<file path="src/rtl/hnf_rxreq_mc.sv">
// hnf_rxreq_mc: multi-channel CHI RXREQ ingress for the HN-F.
// Each of NUM_CH links has its own L-credit counter and flit FIFO.
// The links are merged by a round-robin arbiter onto one valid/ready
// port towards POCQ allocation. The arbiter keeps its grant while the
// offered flit is stalled.
// Optional feature macro: HNF_RXREQ_LCRD_RETURN_EN. When it is defined,
// a credited flit with opcode 7'h00 (ReqLCrdReturn) only hands its
// credit back and is not buffered.
module hnf_rxreq_mc #(
  parameter int NUM_CH     = 2,
  parameter int FLIT_W     = 128,
  parameter int DEPTH      = 8,
  parameter int CRD_MAX    = 4,
  parameter int OPCODE_LSB = 25
) (
  input  logic                                            clock,
  input  logic                                            reset,
  input  logic [NUM_CH*FLIT_W-1:0]                        rxreqflit,
  input  logic [NUM_CH-1:0]                               rxreqflitv,
  input  logic [NUM_CH-1:0]                               rxreqflitpend,
  output logic [NUM_CH-1:0]                               rxreqlcrdv,
  output logic                                            pocq_req_valid,
  output logic [FLIT_W-1:0]                               pocq_req_flit,
  output logic [((NUM_CH > 1) ? $clog2(NUM_CH) : 1)-1:0]  pocq_req_ch,
  input  logic                                            pocq_req_ready,
  output logic [NUM_CH-1:0]                               rxreq_err
);

  localparam int CH_W  = (NUM_CH > 1) ? $clog2(NUM_CH) : 1;
  localparam int PTR_W = $clog2(DEPTH);
  localparam int CNT_W = $clog2(DEPTH + 1);

  localparam logic [CNT_W:0]   DEPTH_V   = (CNT_W + 1)'(DEPTH);
  localparam logic [CNT_W-1:0] CRD_MAX_V = CNT_W'(CRD_MAX);
  localparam logic [CH_W:0]    NUM_CH_V  = (CH_W + 1)'(NUM_CH);
  localparam logic [CH_W-1:0]  LAST_CH   = CH_W'(NUM_CH - 1);

  logic [CNT_W-1:0]  crd_q  [NUM_CH];
  logic [CNT_W-1:0]  cnt_q  [NUM_CH];
  logic [CNT_W-1:0]  crd_n  [NUM_CH];
  logic [CNT_W-1:0]  cnt_n  [NUM_CH];
  logic [PTR_W-1:0]  wptr_q [NUM_CH];
  logic [PTR_W-1:0]  rptr_q [NUM_CH];
  logic [FLIT_W-1:0] mem_q  [NUM_CH][DEPTH];

  logic [NUM_CH-1:0] accept;
  logic [NUM_CH-1:0] drop;
  logic [NUM_CH-1:0] write;
  logic [NUM_CH-1:0] pop;
  logic [NUM_CH-1:0] grant;
  logic [NUM_CH-1:0] nonempty;

  logic [CH_W-1:0]   rr_ptr;
  logic [CH_W-1:0]   lock_ch;
  logic              lock_v;
  logic [CH_W-1:0]   win;
  logic              found;
  logic [CH_W:0]     cand;
  logic              handshake;

  // The pending hint carries no information this block needs.
  logic unused_pend;
  assign unused_pend = ^rxreqflitpend;

  // Per-channel occupancy flags feed the arbiter and the output valid.
  always_comb begin
    for (int i = 0; i < NUM_CH; i++) begin
      nonempty[i] = (cnt_q[i] != '0);
    end
  end

  assign pocq_req_valid = |nonempty;
  assign handshake      = pocq_req_valid && pocq_req_ready;

  // Round-robin pick from rr_ptr upwards, or the held grant while stalled.
  always_comb begin
    win   = '0;
    found = 1'b0;
    cand  = '0;
    if (lock_v) begin
      win   = lock_ch;
      found = 1'b1;
    end else begin
      for (int k = 0; k < NUM_CH; k++) begin
        cand = {1'b0, rr_ptr} + (CH_W + 1)'(k);
        if (cand >= NUM_CH_V) begin
          cand = cand - NUM_CH_V;
        end
        if (!found && nonempty[cand[CH_W-1:0]]) begin
          win   = cand[CH_W-1:0];
          found = 1'b1;
        end
      end
    end
  end

  // Present the head of the winning FIFO, zeros when nothing is offered.
  always_comb begin
    pocq_req_flit = '0;
    pocq_req_ch   = '0;
    if (pocq_req_valid) begin
      pocq_req_flit = mem_q[win][rptr_q[win]];
      pocq_req_ch   = win;
    end
  end

  // Next credit/occupancy values with net arithmetic, plus the grant decision.
  always_comb begin
    for (int i = 0; i < NUM_CH; i++) begin
      accept[i] = rxreqflitv[i] && (crd_q[i] != '0);
      drop[i]   = rxreqflitv[i] && (crd_q[i] == '0);
`ifdef HNF_RXREQ_LCRD_RETURN_EN
      write[i]  = accept[i] && (rxreqflit[i*FLIT_W + OPCODE_LSB +: 7] != 7'h00);
`else
      write[i]  = accept[i];
`endif
      pop[i]    = handshake && (win == CH_W'(i));
      crd_n[i]  = crd_q[i] - CNT_W'(accept[i]);
      cnt_n[i]  = cnt_q[i] + CNT_W'(write[i]) - CNT_W'(pop[i]);
      grant[i]  = (crd_n[i] < CRD_MAX_V) &&
                  (({1'b0, crd_n[i]} + {1'b0, cnt_n[i]}) < DEPTH_V);
    end
  end

  // Credit counters, occupancy, FIFO pointers, grants and sticky errors.
  always_ff @(posedge clock or posedge reset) begin
    if (reset) begin
      for (int i = 0; i < NUM_CH; i++) begin
        crd_q[i]  <= '0;
        cnt_q[i]  <= '0;
        wptr_q[i] <= '0;
        rptr_q[i] <= '0;
      end
      rxreqlcrdv <= '0;
      rxreq_err  <= '0;
    end else begin
      for (int i = 0; i < NUM_CH; i++) begin
        crd_q[i] <= crd_n[i] + CNT_W'(grant[i]);
        cnt_q[i] <= cnt_n[i];
        if (write[i]) begin
          wptr_q[i] <= wptr_q[i] + PTR_W'(1);
        end
        if (pop[i]) begin
          rptr_q[i] <= rptr_q[i] + PTR_W'(1);
        end
        if (drop[i]) begin
          rxreq_err[i] <= 1'b1;
        end
        rxreqlcrdv[i] <= grant[i];
      end
    end
  end

  // Flit storage; contents need no reset because occupancy gates every read.
  always_ff @(posedge clock) begin
    for (int i = 0; i < NUM_CH; i++) begin
      if (write[i]) begin
        mem_q[i][wptr_q[i]] <= rxreqflit[i*FLIT_W +: FLIT_W];
      end
    end
  end

  // Advance round-robin on a handshake; hold the grant across a stall.
  always_ff @(posedge clock or posedge reset) begin
    if (reset) begin
      rr_ptr  <= '0;
      lock_v  <= 1'b0;
      lock_ch <= '0;
    end else begin
      if (handshake) begin
        rr_ptr <= (win == LAST_CH) ? '0 : win + CH_W'(1);
      end
      if (pocq_req_valid && !pocq_req_ready) begin
        lock_v  <= 1'b1;
        lock_ch <= win;
      end else begin
        lock_v  <= 1'b0;
      end
    end
  end

endmodule
</file>
<file path="config.mk">
export PLATFORM = sky130hd
export DESIGN_NAME = hnf_rxreq_mc
export DESIGN_NICKNAME = d
export VERILOG_FILES = /design/src/rtl/hnf_rxreq_mc.sv
export SDC_FILE = /design/constraint.sdc
export NUM_CORES = 2
export LEC_CHECK = 0
export CAP_MARGIN = 40
export CORE_ASPECT_RATIO = 1.2
export CORE_MARGIN = 1.5
export CORE_UTILIZATION = 48
export CTS_BUF_LIST = sky130_fd_sc_hd__clkbuf_16
export DETAILED_ROUTE_END_ITERATION = 10
export HOLD_SLACK_MARGIN = 0.02
export PLACE_DENSITY_LB_ADDON = 0.25
export REMOVE_ABC_BUFFERS = 1
export SETUP_SLACK_MARGIN = 0.05
export SLEW_MARGIN = 15
export SYNTH_ARGS = -nofsm -noshare
export SYNTH_HDL_FRONTEND = slang
export SYNTH_SLANG_ARGS = --single-unit
</file>
<file path="constraint.sdc">
create_clock -name clock -period 14.4 [get_ports clock]
set_input_delay 1.44 -clock clock [delete_from_list [all_inputs] [get_ports clock]]
set_output_delay 1.44 -clock clock [all_outputs]
set_load 0.01 [all_outputs]
</file>
==> flow_metrics.py <==
metrics = {
    "sta": {
        "hold_viol_final": 0,
        "fin_skew_ns": 0.0259,
        "slew_headroom_pct": 31.0,
        "fin_crit_sh_pct": 46.9,
        "max_freq_mhz": 148,
        "rsz0062_at_grt": "no",
        "drv_slew": 0,
        "setup_viol_count_final": 0,
        "tightestPinTransition_ns": 1.03,
        "finalCriticalPeriod_ns": 6.75,
        "fin_tns_setup_ns": 0,
    },
    "synth": {
        "yosys_warnings": 0,
        "synth_edf_count": 2048,
        "synth-seq-cells": 2083,
        "yosysTopAreaCellShare_pct": 76.8,
        "netlist_instances": 3312,
        "ys_top_cells_by_area": "edfxtp_1, mux4_2, mux2i_1",
        "syn-cell-area_um2": 80100,
        "synth-main-ff-cell": "edfxtp_1",
        "avgSynthCellArea_um2": 24.2,
        "yosysTopAreaCell": "edfxtp_1",
        "seq_area_frac_synth_pct": 77.9,
        "synth_cell_types": 37,
        "synth-async-reset-ratio_pct": 1.68,
    },
    "clock_network": {
        "clockRootBuffer": "clkbuf_16",
        "clock-sinks": 2083,
        "cts_buffer_depth": 3,
        "path_clk_slew_ns": 0.06,
        "htree_levels": 4,
        "numCtsBuffers": 197,
        "cts_tree": "yes",
        "clock_latency_ns": 0.84,
        "cts_setup_buffers": 0,
        "cts_hold_buf": 0,
        "post_cts_resized": 0,
    },
    "critical_path": {
        "max_stage_delay_ns": 0.61,
        "required_ns": 12.96,
        "end_kind": "output pin",
        "path_cells": "inv_1 > ha_1 > nor3b_2 > o311a_4 > buf_16 > buf_4 > buf_4 > buf_16 > buf_4 > buf_16 > mux2i_1 > o22ai_2 > clkdlybuf4s50_1",
        "path_class": "reg -> out",
        "crit_family": "buffers and inverters",
        "crit_path_top_delay_cell": "clkdlybuf4s50_1",
        "worst_setup_path_start_kind": "register",
        "crit_buf_inv": 8,
        "crit_arrival_ns": 5.31,
        "crit_fanout": 39,
    },
    "route": {
        "viasPerCell": 5.93,
        "wl_per_cell_um": 30.3,
        "dr.pass1.iters": 7,
        "via_count": 36840,
        "drt_iter0_drc": 3275,
        "drt-total-wl_mm": 188,
        "drc_errors": 0,
        "postRouteAntennaNets": 0,
    },
    "floorplan": {
        "die_area_um2": 169000,
        "initial_core_util_pct": 48.2,
        "die_width_um": 376,
        "die_h_um": 450,
        "io_pins": 397,
        "rows": 164,
        "core_area_um2": 166000,
    },
    "global_routing": {
        "grt_pass1_wl_mm": 271,
        "grt.overflow.total": 0,
        "grt_pass1_vias": 38654,
        "grt.total_usage_pct": 22.5,
        "antenna_found_initial": 54,
        "grt_max_degree": 99,
    },
    "finish": {
        "most-common-layout-cells": "edfxtp_1, mux4_2, clkdlybuf4s50_1",
        "final-instance-count-excl-fill": 6213,
        "final_util_pct": 56.8,
        "layout_commonest_cell": "edfxtp_1",
        "nFillCells": 12033,
        "syn_to_final_growth_pct": 17.9,
        "drive_gt1_share_pct": 26.1,
        "multi_input_area_um2": 16700,
        "nNetsFinal": 4163,
        "regArea_um2": 62400,
    },
    "placement": {
        "dp.cells": 5823,
        "routabilityCongestion": 0.722,
        "io_buffer_count": 394,
        "post-dp-hpwl_mm": 109,
    },
    "pwr": {
        "p_per_area_nw_per_um2": 212,
        "ir_drop_uv": 219,
        "power_mw": 20.0,
        "leakagePower_nw": 30.9,
    },
    "job": {
        "maxCapViolations": 0,
    },
    "hold_path": {
        "hold_path_class": "reg -> reg",
    },
    "status": {
        "outcome": "completed",
    },
}
==> path summary, 6_finish.rpt <==
| check | startpoint | end | slack, ns | depth (start not counted) |
|---|---|---|---|---|
| hold reg to reg | rxreq_err[1]$_DFFE_PP0P_ | rxreq_err[1]$_DFFE_PP0P_ | 0.46 | 1 |
| setup reg to reg | cnt_q[2]$_DFF_PP0_ | crd_q[2]$_DFF_PP0_ | 10.13 | 18 |
| max in group asynchronous | reset | rptr_q[1]$_DFFE_PP0P_ | 13.04 | 3 |
| hold / removal | rxreq_err[1]$_DFFE_PP0P_ | rxreq_err[1]$_DFFE_PP0P_ | 0.46 | 1 |
| setup / recovery | cnt_q[6]$_DFF_PP0_ | pocq_req_flit[101] | 7.65 | 13 |
| min in group asynchronous | reset | rxreqlcrdv[1]$_DFF_PP0_ | 1.00 | 3 |
==> synthesized netlist by cell type, types with 4 or more instances <==
library cell	instances
xor2_1	11
nand2_1	17
buf_4	7
mux2i_1	257
nor4_1	4
inv_1	27
buf_6	6
o22ai_1	28
mux4_2	512
o22ai_2	100
buf_12	11
buf_2	85
xnor2_1	8
a21oi_1	6
nor3_1	4
dfrtp_1	35
nand2b_1	9
clkbuf_1	65
a21o_1	4
and3_1	7
ha_1	28
edfxtp_1	2048
nor2_1	15
==> power by group <==
| group | internal (mW) | leakage [nW] | switching [mW] | total [mW] |
|---|---|---|---|---|
| logic | 3.35 | 8.67 | 3.76 | 7.11 |
| clock network | 2.82 | 3.29 | 2.24 | 5.06 |
| registers | 7.60 | 19.0 | 0.256 | 7.85 |
| total | 13.8 | 30.9 | 6.26 | 20.0 |
==> logic make-up after synthesis <==
logic type	share of synthesized area, %
DFF	77.9
muxes	17.7
buffers and inverters	1.39
AOI/OAI and AO/OA	1.90
and+or+nand+nor	0.408
adders and majority gates	0.488
xor gates and xnor gates	0.208
==> metrics by stage <==
step,hold slack (ns),setup WS [ns],area [um2]
2_1_floorplan,0.457,-13.61,79000
3_3_place_gp,0.443,7.21,86500
3_5_place_dp,0.447,8.51,87800
4_1_cts,0.462,7.55,94100
5_1_grt,0.470,7.37,94300
6_report,0.458,7.65,94400
==> worst reg2reg max path, delay by kind of cell, from the launching register on <==
kind | cells | cell delay, ns
xor+xnor | 1 | 0.16
fa+ha+maj | 7 | 1.78
flops | 1 | 0.36
compound gates | 1 | 0.07
simple gates | 5 | 1.53
buf+inv | 4 | 0.24
==> final cells by class <==
cell class / instances / share of cell area, %
Sequential cell: 2083 / 66.1
Antenna cell: 21 / 0.0557
Inverter: 27 / 0.107
Clock inverter: 165 / 1.50
Multi-Input combinational cell: 1028 / 17.7
Tap cell: 2158 / 2.86
Clock buffer: 198 / 5.25
Timing Repair Buffer: 533 / 6.40
==> layer usage <==
layer	up-vias	GRT usage, %	part of all wire [%]
met5	-	0	0.19
met3	301	5.10	7.0
met2	1162	37.1	50
met4	58	6.36	2.2
li1	15331	-	-
met1	19988	30.2	40
==> sequential cells by signal, summed over array words and instances (netlist names) <==
| register | count |
|---|---|
| cnt_q | 8 |
| crd_q | 8 |
| lock_ch | 1 |
| lock_v | 1 |
| mem_q | 2048 |
| rptr_q | 6 |
| rr_ptr | 1 |
| rxreq_err | 2 |
| rxreqlcrdv | 2 |
| wptr_q | 6 |
No activity file was read; power rests on OpenSTA's default activity.
